===== config.mk =====
export PLATFORM = sky130hd
export DESIGN_NAME = anita3_pps_flywheel
export DESIGN_NICKNAME = d
export VERILOG_FILES = /design/src/rtl/anita3_pps_pkg.sv /design/src/rtl/anita3_pps_flywheel.sv
export SDC_FILE = /design/constraint.sdc
export NUM_CORES = 1
export LEC_CHECK = 0
export CORE_ASPECT_RATIO = 0.8
export CORE_MARGIN = 4
export CORE_UTILIZATION = 32
export CTS_CLUSTER_DIAMETER = 120
export CTS_CLUSTER_SIZE = 25
export DETAILED_ROUTE_END_ITERATION = 6
export GPL_TIMING_DRIVEN = 0
export PLACE_DENSITY_LB_ADDON = 0.05
export SLEW_MARGIN = 5
export SYNTH_ARGS = -nofsm -noshare
export SYNTH_HDL_FRONTEND = slang
export SYNTH_SLANG_ARGS = --single-unit

===== constraint.sdc =====
create_clock -name clk250_i -period 3.3 [get_ports clk250_i]
set_clock_uncertainty 0.05 [all_clocks]
set_input_delay 0.66 -clock clk250_i [delete_from_list [all_inputs] [get_ports clk250_i]]
set_output_delay 0.66 -clock clk250_i [all_outputs]
set_load 0.01 [all_outputs]

===== src/rtl/anita3_pps_pkg.sv =====
// rtl/anita3_pps_pkg.sv - state encodings and accept-window helpers for the PPS flywheel
package anita3_pps_pkg;

  localparam int unsigned STATE_W = 2;

  typedef enum logic [STATE_W-1:0] {
    ST_IDLE     = 2'd0,
    ST_ACQUIRE  = 2'd1,
    ST_LOCKED   = 2'd2,
    ST_FLYWHEEL = 2'd3
  } state_e;

  // First clocks-in-second value at which an external PPS is believable.
  function automatic int unsigned win_lo(input int unsigned nominal, input int unsigned tol);
    return nominal - tol;
  endfunction

  // Last value to wait for an external PPS before the flywheel fires.
  function automatic int unsigned win_hi(input int unsigned nominal, input int unsigned tol);
    return nominal + tol - 1;
  endfunction

endpackage


===== src/rtl/anita3_pps_flywheel.sv =====
// rtl/anita3_pps_flywheel.sv - PPS validation, period measurement, flywheel substitution
// and second counter in the 250 MHz domain.
module anita3_pps_flywheel
  import anita3_pps_pkg::*;
#(
  parameter int unsigned CNT_WIDTH      = 28,
  parameter int unsigned NOMINAL_PERIOD = 250000000,
  parameter int unsigned TOLERANCE      = 2500,
  parameter int unsigned MAX_MISS       = 3
) (
  input  logic                 clk250_i,
  input  logic                 rst_i,
  input  logic                 enable_i,
  input  logic                 pps_i,
  input  logic                 sec_load_i,
  input  logic [31:0]          sec_value_i,
  output logic                 pps_o,
  output logic                 pps_fly_o,
  output logic                 early_o,
  output logic                 load_pending_o,
  output logic [31:0]          second_o,
  output logic [CNT_WIDTH-1:0] cycles_o,
  output logic [CNT_WIDTH-1:0] last_period_o,
  output logic [7:0]           miss_count_o,
  output logic [STATE_W-1:0]   state_o
);

  localparam logic [CNT_WIDTH-1:0] WIN_LO   = CNT_WIDTH'(win_lo(NOMINAL_PERIOD, TOLERANCE));
  localparam logic [CNT_WIDTH-1:0] WIN_HI   = CNT_WIDTH'(win_hi(NOMINAL_PERIOD, TOLERANCE));
  localparam logic [7:0]           MISS_MAX = 8'(MAX_MISS);

  state_e               state_q, state_d;
  logic [CNT_WIDTH-1:0] cycles_q, cycles_d;
  logic [CNT_WIDTH-1:0] last_period_q, last_period_d;
  logic [31:0]          second_q, second_d;
  logic [31:0]          load_value_q, load_value_d;
  logic                 load_pending_q, load_pending_d;
  logic [7:0]           miss_q, miss_d;
  logic                 pps_q, pps_d;
  logic                 fly_q, fly_d;
  logic                 early_q, early_d;

  logic                 in_window;
  logic                 at_timeout;
  logic [7:0]           miss_inc;

  assign in_window  = (cycles_q >= WIN_LO);
  assign at_timeout = (cycles_q == WIN_HI);
  assign miss_inc   = (miss_q == 8'hFF) ? miss_q : miss_q + 8'd1;

  always_comb begin
    state_d        = state_q;
    cycles_d       = (cycles_q == '1) ? cycles_q : cycles_q + CNT_WIDTH'(1);
    last_period_d  = last_period_q;
    second_d       = second_q;
    load_value_d   = load_value_q;
    load_pending_d = load_pending_q;
    miss_d         = miss_q;
    pps_d          = 1'b0;
    fly_d          = 1'b0;
    early_d        = 1'b0;

    case (state_q)
      ST_IDLE: begin
        cycles_d = '0;
        state_d  = ST_ACQUIRE;
      end
      ST_ACQUIRE: begin
        if (pps_i) begin
          pps_d   = 1'b1;
          miss_d  = 8'd0;
          state_d = ST_LOCKED;
        end
      end
      ST_LOCKED, ST_FLYWHEEL: begin
        if (pps_i && !in_window) begin
          early_d = 1'b1;
        end else if (pps_i) begin
          // After a flywheel pulse the reference edge was synthetic, so no period sample.
          if (state_q == ST_LOCKED) last_period_d = cycles_q + CNT_WIDTH'(1);
          pps_d   = 1'b1;
          miss_d  = 8'd0;
          state_d = ST_LOCKED;
        end else if (at_timeout) begin
          miss_d = miss_inc;
          if (state_q == ST_FLYWHEEL && miss_inc == MISS_MAX) begin
            state_d = ST_ACQUIRE;
          end else begin
            pps_d   = 1'b1;
            fly_d   = 1'b1;
            state_d = ST_FLYWHEEL;
          end
        end
      end
      default: state_d = ST_IDLE;
    endcase

    if (!enable_i) begin
      state_d  = ST_IDLE;
      cycles_d = '0;
      miss_d   = 8'd0;
      pps_d    = 1'b0;
      fly_d    = 1'b0;
      early_d  = 1'b0;
    end

    if (pps_d) begin
      cycles_d       = '0;
      second_d       = load_pending_q ? load_value_q : second_q + 32'd1;
      load_pending_d = 1'b0;
    end

    // A load arriving on the same edge as a pulse is held for the next pulse.
    if (sec_load_i) begin
      load_pending_d = 1'b1;
      load_value_d   = sec_value_i;
    end
  end

  always_ff @(posedge clk250_i) begin
    if (rst_i) begin
      state_q        <= ST_IDLE;
      cycles_q       <= '0;
      last_period_q  <= '0;
      second_q       <= '0;
      load_value_q   <= '0;
      load_pending_q <= 1'b0;
      miss_q         <= '0;
      pps_q          <= 1'b0;
      fly_q          <= 1'b0;
      early_q        <= 1'b0;
    end else begin
      state_q        <= state_d;
      cycles_q       <= cycles_d;
      last_period_q  <= last_period_d;
      second_q       <= second_d;
      load_value_q   <= load_value_d;
      load_pending_q <= load_pending_d;
      miss_q         <= miss_d;
      pps_q          <= pps_d;
      fly_q          <= fly_d;
      early_q        <= early_d;
    end
  end

  assign pps_o          = pps_q;
  assign pps_fly_o      = fly_q;
  assign early_o        = early_q;
  assign load_pending_o = load_pending_q;
  assign second_o       = second_q;
  assign cycles_o       = cycles_q;
  assign last_period_o  = last_period_q;
  assign miss_count_o   = miss_q;
  assign state_o        = state_q;

endmodule


# After elaboration in Yosys (flattened, before gate mapping)
# Index checks and enable logic that the tools add are counted.
# totals
in_bits	37
regBits	134
output_inout_bits	102
elab_cells	64
# op_classes
n_bitwise	3
n_mux	23
n_addsub	3
n_eq_ne	10
magnitude_cmp	1
n_reduce_logical	14
# ops
op	n
28-bit == test, second input constant	2
8-bit two-way mux	5
32-bit by 1-bit adder with 32-bit output, second input constant	1
32-bit two-way mux	1
28-bit by 1-bit adder with 28-bit output, second input constant	1
28-bit >= comparator, second input constant	1
8-bit one-hot mux with 2 select lines	1
2-bit two-way mux	5
1-bit two-way mux	9
8-bit by 1-bit adder with 8-bit output, second input constant	1
8-bit by 2-bit == test with 1-bit output, second input constant	1
8-bit == test, second input constant	1
4-bit AND reduction	2
2-bit one-hot mux with 3 select lines	1
5-bit OR reduction	1
2-bit == test, second input constant	2
2-bit != test, second input constant	2
2-bit nonzero test	2
2-bit OR reduction	2
4-bit OR reduction	1
3-bit != test, second input constant	1
1-bit inverter	3
3-bit AND reduction	1
3-bit OR reduction	1
5 further kinds	6

# Longest topological paths before layout
# Gate-level depths: netlist (run 1).
# depth
depth_word	12
mapped_depth	10

# Worst setup path before layout (run 1)
# OpenSTA, ideal clock, no wires.
# synth_path
path_type	register -> register
start	register miss_q[0], in the netlist miss_count_o[0]
end	register second_q[21], in the netlist second_o[21]
t_required_ns	3.118
setup_time_ns	0.132
n_path_buf	2
stages_incl_launch_ff	11
t_arrival_ns	2.617
path_slack_ns	0.501
cell_sequence	dfxtp_1 > ha_1 > nand4_1 > or3_1 > a221oi_2 > a311oi_4 > o21a_1 > buf_4 > buf_6 > a31oi_1 > a21oi_1
# synth_via
elab_chain_len	10
# synth_lines
item	line_no	source
start: declaration	anita3_pps_flywheel.sv:38	logic [7:0] miss_q, miss_d;
start signal: assignment	anita3_pps_flywheel.sv:139	miss_q <= miss_d;
8-bit by 1-bit adder with 8-bit output or 8-bit == test (tied branches)	anita3_pps_flywheel.sv:49	assign miss_inc = (miss_q == 8'hFF) ? miss_q : miss_q + 8'd1;
8-bit two-way mux *	anita3_pps_flywheel.sv:49	
8-bit by 2-bit == test with 1-bit output *	anita3_pps_flywheel.sv:86	if (state_q == ST_FLYWHEEL && miss_inc == MISS_MAX) begin
1-bit logical AND *	anita3_pps_flywheel.sv:86	
1-bit two-way mux *	anita3_pps_flywheel.sv:86	
1-bit two-way mux *	anita3_pps_flywheel.sv:84	end else if (at_timeout) begin
1-bit two-way mux *	anita3_pps_flywheel.sv:78	end else if (pps_i) begin
1-bit two-way mux *	anita3_pps_flywheel.sv:76	if (pps_i && !in_window) begin
1-bit one-hot mux with 2 select lines *	anita3_pps_flywheel.sv:63	case (state_q)
1-bit two-way mux *	anita3_pps_flywheel.sv:98	if (!enable_i) begin
end signal: assignment	anita3_pps_flywheel.sv:136	second_q <= second_d;
end: declaration	anita3_pps_flywheel.sv:35	logic [31:0] second_q, second_d;
# Mark *: on every way between the ends. The rest lies on a longest branch, timed or not.
# A chain may end at the register's enable or synchronous reset.

# Final worst setup path (run 1)
# layout_path
start	register miss_q[0], in the netlist miss_count_o[0]
end	register second_q[23], in the netlist second_o[23]
# The elaborated chain is that of the path after synthesis.

==> flow_summary_export.csv, run 1 <==
group,metric,value,unit
finish,post_route_cells_drive_above_1_share,0.06864,
setup_path,critPathLaunchType,"register",
floorplan,top_level_ports,139,
logic_synthesis,post_synth_instance_area,6442,um^2
setup_path,worstSetupEndpointType,"register",
global_routing,grt_pass1_wl,34070,um
floorplan,die_area,22480,um^2
clock_tree,cts_htree_levels,4,
placed_design,placement.setup.worst_slack,-188.9,ps
global_routing,global_route.usage.total,0.1915,
global_routing,maximum_number_of_pins_on_one_net_before_global_route_repair,17,
timing,timing_worst_slew_pin_value,963.7,ps
floorplan,die_w,166.6,um
logic_synthesis,yosysWarnings,0,
logic_synthesis,synth_nets,820,
global_routing,grt_pass1_vias,5938,
logic_synthesis,synth_cell_types,65,
route,post-route-drc-count,0,
pwr,power_density,449.6,nW/um^2
pwr,static-leakage-power,0.003003,uW
floorplan,die_height,134.9,um
floorplan,design.core.area,19800,um^2
setup_path,worst-path-max-fanout,10,
route,detail_route.iter0.violations,441,
route,routedWlPerCell,17.84,um
pwr,power_report.internal_total,2984,uW
setup_path,crit_required,3570,ps
route,vias,6234,
route,drt_pre_antenna_iters,5,
clock_tree,clk_pin_slew,60,ps
timing,finalSetupViolCount,0,
global_routing,grt.overflow.total,0,
logic_synthesis,postSynthCellCount,779,
pwr,share_clk_of_total_power,0.515,
floorplan,initial_util,0.3254,
logic_synthesis,syn-mean-instance-area,8.270,um^2
finish,areaGrowthSynthToFinish,36.69,%
worst_hold_path,hold_path_class,"register to register",
clock_tree,hold_buffers,0,
logic_synthesis,netlist.top_cell.by_area,"dfxtp_1",
clock_tree,post_cts.repair.setup_buffers,0,
clock_tree,numCtsBuffers,17,
pwr,sequentialPowerShare,0.422,
floorplan,num_rows,46,
logic_synthesis,primary_flip_flop_cell_chosen_by_synthesis_mapping,"dfxtp_1",
logic_synthesis,synth.top_cells.by_area,"dfxtp_1 42%, mux2i_1 9.3%, nor2_1 8.7%",
finish,num-nets-final,975,
timing,part_of_the_cycle_the_worst_path_needs,0.9345,
global_routing,grt_antenna_before_repair,0,
job,max_cap_violations,0,
timing,finalWorstPathRequiredPeriod,3084,ps
placed_design,numPlacedInstances,1179,
clock_tree,clkSinkCount,134,
finish,layout.core_utilization,0.4448,
route,vias_per_cell,5.148,
run_status,status,"completed",
finish,stdcell_count,1211,
clock_tree,cts_tree,"yes",
clock_tree,cts_root_buf,"clkbuf_16",
logic_synthesis,list_of_most_frequent_post_synthesis_cells,"150 x nor2_1, 134 x dfxtp_1, 64 x nand2_1",
placed_design,post-dp-hpwl,15930,um
finish,final.fill_count,2006,
route,ant_nets,0,
pwr,p_sw,975.1,uW
timing,maxClockFrequency,0.3243,GHz
timing,finalMaxSlewViolations,0,
clock_tree,clock_latency,420,ps
setup_path,worstPathArrival,3360,ps
setup_path,worst-setup-path-type,"register to register",
route,final_wirelength,21600,um
logic_synthesis,ys_async_sr_fraction,0,
logic_synthesis,synth.ff_latch_count,134,
timing,grt_setup_unrepaired,"no",
logic_synthesis,synth-seq-area-share,0.4164,
timing,finalHoldViolCount,0,
logic_synthesis,yosysTopAreaCellShare,0.4164,
logic_synthesis,synth_edf_count,0,
timing,worst_slack,216.1,ps
pwr,p_sw_frac,0.2463,
finish,antenna_cells,0,
pwr,max-vdd-ir-drop,0.2673,mV
timing,maxSlewHeadroom,0.3522,
placed_design,place.gp.congestion,0.8357,
timing,setup_total_negative_slack,0,ps
pwr,combPwrFrac,0.062,
logic_synthesis,synthMostInstantiatedCell,"nor2_1",
placed_design,port_buffers,136,
clock_tree,cts-root-to-sink-buffers,2,
-- final cells by class --
cell class	count	area, um^2	area share
Sequential cell	134	2688	0.3052
Timing Repair Buffer	136	1361	0.1546
Tap cell	264	330.3	0.03751
Inverter	11	41.29	0.004689
Buffer	48	205.2	0.02330
Clock buffer	18	439.2	0.04987
Clock inverter	14	188.9	0.02145
Multi-Input combinational cell	586	3552	0.4034
-- state kept, by name, summed over array words and instances, names as in the netlist --
| register | cells |
|---|---|
| state_o | 2 |
| pps_fly_o | 1 |
| load_pending_o | 1 |
| load_value_q | 32 |
| last_period_o | 28 |
| cycles_o | 28 |
| pps_o | 1 |
| miss_count_o | 8 |
| early_o | 1 |
| second_o | 32 |
-- metrics by stage --
step                total power, uW  cell area, um^2  hold slack (ps)
floorplan                      1832             6442            404.7
global placement               1953             8134            405.8
detailed placement             1953             8134            408.3
CTS                            3999             8778            422.3
global route                   4088             8806            436.9
finish                         3959             8806            419.8
-- routing by layer --
layer,track usage,vias up,share of wire
li1,-,3117,-
met1,0.2957,2924,0.53
met2,0.2616,177,0.40
met3,0.05385,16,0.069
met4,0.04225,0,0.0080
met5,0,-,0
-- final timing paths --
| kind | start | cells past startpoint | to | slack [ps] |
|---|---|---|---|---|
| min | last_period_o[25]$_SDFFE_PP0P_ | 1 | last_period_o[25]$_SDFFE_PP0P_ | 420 |
| max | miss_count_o[0]$_SDFFE_PP0P_ | 9 | second_o[23]$_SDFFE_PP0P_ | 220 |
| min reg2reg | last_period_o[25]$_SDFFE_PP0P_ | 1 | last_period_o[25]$_SDFFE_PP0P_ | 420 |
| max reg2reg | miss_count_o[0]$_SDFFE_PP0P_ | 9 | second_o[23]$_SDFFE_PP0P_ | 220 |
-- cell usage in the layout, fill, tap and decap left out, types with 7 or more instances in the layout --
cell             Yosys  final
xor2_1              12     12
a211oi_1            14     14
and3_1              16     16
nand4_1             14     14
xnor2_1             16     16
clkbuf_16            0     17
buf_2                9      9
o21ai_1             12     12
nor2_1             150    150
nand3_1             38     38
a31oi_1             15     15
inv_1               11     11
clkbuf_1            34     32
nand2_1             64     64
o31ai_1              7      7
clkdlybuf4s50_1      0    136
mux2i_1             60     60
o21ai_0             22     22
a21oi_1             36     36
nor4_1               9      8
nor3_1              12     12
dfxtp_1            134    130
-- kinds of logic after synthesis --
logic type      count (synthesis)  share of synthesized area
compound gates                148                     0.1554
xor+xnor                       28                    0.03806
fa+ha+maj                       4                   0.007769
buf+inv                        59                    0.03787
flops                         134                     0.4164
mux                            60                    0.09322
simple gates                  346                     0.2513
-- power groups by stage --
stage | sequential (uW) | combinational [uW] | clock, uW
3_5_place_dp | 1710 | 245 | 0
2_1_floorplan | 1700 | 130 | 0
3_3_place_gp | 1710 | 245 | 0
6_report | 1670 | 246 | 2040
4_1_cts | 1670 | 247 | 2080
5_1_grt | 1680 | 270 | 2140
-- worst max-delay path, cell delays in order (launching register included) --
cell	delay [ps]
dfxtp_2	410
ha_2	280
nand4_1	250
or3_1	480
a221oi_4	380
a311oi_4	190
o21a_1	270
buf_4	200
buf_2	230
a211oi_1	240
-- timing repair --
action                                  CTS  global route
gates resized for setup                   4             8
gates cloned                              0             0
endpoints found under the setup margin   39            50
No activity file was read; power rests on OpenSTA's default activity.
==> run 2, diff against run 1 <==
Settings changed: CORE_MARGIN 4 to 2.
==> run 2 against run 1 <==
Net effect: sequential cell count is the same; power is 4.2% lower; combinational power hardly changed; non-clock buffer count is 2 higher; clock-buffer cell count rose by 1; critical path depth rose by 1.
==> flow_summary_export.csv, run 2 (same netlist as run 1, synthesis figures left out) <==
group,metric,value,unit
setup_path,worstSetupEndpointType,"register",
setup_path,crit_chain,"ha_2 -> and4_1 -> o311ai_0 -> a221oi_4 -> a311oi_4 -> o21a_1 -> buf_4 -> buf_2 -> nand2_1 -> a21oi_1",
route,vias_per_cell,5.167,
setup_path,worst_r2r_path_depth,10,
finish,stdcell_count,1212,
global_routing,global_route.usage.total,0.2038,
timing,maxSlewHeadroom,0.3736,
clock_tree,clkSinkCount,134,
run_status,status,"completed",
setup_path,critPathLaunchType,"register",
job,max_cap_violations,0,
clock_tree,cts_root_buf,"clkbuf_16",
timing,maxClockFrequency,0.3219,GHz
route,final_wirelength,21470,um
clock_tree,cts_htree_levels,4,
finish,layout_commonest_cell,"nor2_1",
worst_hold_path,hold_path_class,"register to register",
clock_tree,cts_tree,"yes",
route,wl_met2,8639,um
timing,finalHoldViolCount,0,
floorplan,die_height,130.9,um
floorplan,die_w,162.6,um
placed_design,detailed_place.area,8134,um^2
finish,final.fill_count,2055,
floorplan,initial_util,0.3254,
setup_path,crit_required,3600,ps
setup_path,crit_path_top_delay_cell,"o311ai_0",
clock_tree,numCtsBuffers,17,
floorplan,die_area,21290,um^2
finish,post_route_cells_drive_above_1_share,0.06751,
setup_path,critPathMaxStageDelay,610,ps
setup_path,worstSetupEndpoint,"second_o[20]$_SDFFE_PP0P_",
route,met1Wirelength,11170,um
route,routedWlPerCell,17.71,um
route,route.met3.wl,1464,um
placed_design,numPlacedInstances,1179,
clock_tree,clock_latency,420,ps
timing,grt_setup_unrepaired,"no",
global_routing,grt_pass1_vias,5710,
route,post-route-drc-count,0,
setup_path,worstReg2RegStart,"miss_count_o[1]$_SDFFE_PP0P_",
global_routing,maximum_number_of_pins_on_one_net_before_global_route_repair,17,
route,vias,6262,
global_routing,grt_antenna_before_repair,0,
global_routing,grt_pass1_wl,33220,um
route,top_layer,"met4",
route,ant_nets,0,
finish,num-nets-final,977,
placed_design,placement.setup.worst_slack,-167.5,ps
setup_path,crit_start,"miss_count_o[1]$_SDFFE_PP0P_",
route,drt_pre_antenna_iters,5,
clock_tree,clk_pin_slew,60,ps
finish,antenna_cells,0,
finish,final_cell_mix,"150 x nor2_1, 136 x clkdlybuf4s50_1, 131 x dfxtp_1",
timing,timing_worst_slew_pin_value,931.9,ps
setup_path,worst-path-max-fanout,10,
timing,worst_slack,193.7,ps
timing,finalWorstPathRequiredPeriod,3106,ps
global_routing,grt.overflow.total,0,
route,detail_route.iter0.violations,540,
timing,part_of_the_cycle_the_worst_path_needs,0.9413,
worst_hold_path,hold_path.startpoint,"last_period_o[27]$_SDFFE_PP0P_",
floorplan,top_level_ports,139,
pwr,power_density,432.8,nW/um^2
setup_path,worstPathArrival,3410,ps
placed_design,port_buffers,136,
finish,layout.core_utilization,0.4427,
floorplan,num_rows,46,
timing,whs,420.6,ps
clock_tree,hold_buffers,0,
pwr,max-vdd-ir-drop,0.1997,mV
setup_path,regToRegSetupSlack,190,ps
finish,final_design_area_no_fill,8765,um^2
timing,finalSetupViolCount,0,
placed_design,post-dp-hpwl,15630,um
clock_tree,cts-root-to-sink-buffers,2,
setup_path,timing.rr.end,"second_o[20]$_SDFFE_PP0P_",
pwr,static-leakage-power,0.002988,uW
setup_path,worst-setup-path-type,"register to register",
placed_design,place.gp.congestion,0.8151,
timing,finalMaxSlewViolations,0,
floorplan,design.core.area,19800,um^2
finish,areaGrowthSynthToFinish,36.05,%
[run 2: cell count changes in the layout (fill, tap and decap cells not counted), moves of 2 or more]
| cell | delta |
|---|---|
| inv_6 | -3 |
| inv_8 | -2 |
| clkinv_2 | +4 |
| buf_4 | +2 |
[run 2: final cells by class]
cell class              instances  area, um^2  share of cell area
clock buffers                  19       442.9             0.05054
clock inverters                12       130.1             0.01485
plain buffers                  48       205.2             0.02341
multi-input cells             586        3552              0.4053
well taps                     264       330.3             0.03769
repair buffers                138        1376              0.1570
flip-flops and latches        134        2686              0.3065
inverters                      11       41.29            0.004711
[run 2: how the worst min path moves through the flow]
stage,slack (ps),depth (start not counted),endpoint
floorplan,400,2,load_value_q[13]$_SDFFE_PP0P_
global placement,400,1,last_period_o[27]$_SDFFE_PP0P_
detailed placement,410,1,last_period_o[25]$_SDFFE_PP0P_
CTS,430,1,last_period_o[25]$_SDFFE_PP0P_
global route,460,1,last_period_o[27]$_SDFFE_PP0P_
finish,420,1,last_period_o[27]$_SDFFE_PP0P_
[run 2: worst max-delay path, delay by kind of cell (launching register included)]
| kind | cells | cell delay (ps) |
|---|---|---|
| buffers and inverters | 2 | 540 |
| adders and majority gates | 1 | 250 |
| and+or+nand+nor | 2 | 340 |
| AOI/OAI and AO/OA | 5 | 1470 |
| DFF | 1 | 380 |
[run 2: per-stage QoR]
stage | setup TNS (ps) | power [uW]
after detailed placement | -3075 | 1954
after global placement | -3528 | 1954
after global routing | 0 | 3918
after floorplan | 0 | 1832
after CTS | 0 | 3832
final | 0 | 3794
[run 2: timing repair]
| action | in CTS | in global routing |
|---|---|---|
| gates resized for setup | 3 | 8 |
| buffers inserted | 0 | 2 |
| pin swaps | 0 | 1 |
| setup endpoints to repair | 38 | 52 |
[run 2: power breakdown]
group	internal, uW	switching [uW]
logic	104	143
clock network	1130	747
registers	1650	25.0
[run 2: per-layer routing]
layer / track usage / vias to the layer above
li1: - / 3109
met1: 0.3122 / 2947
met2: 0.2811 / 186
met3: 0.04766 / 20
met4: 0.05518 / 0
met5: 0 / -
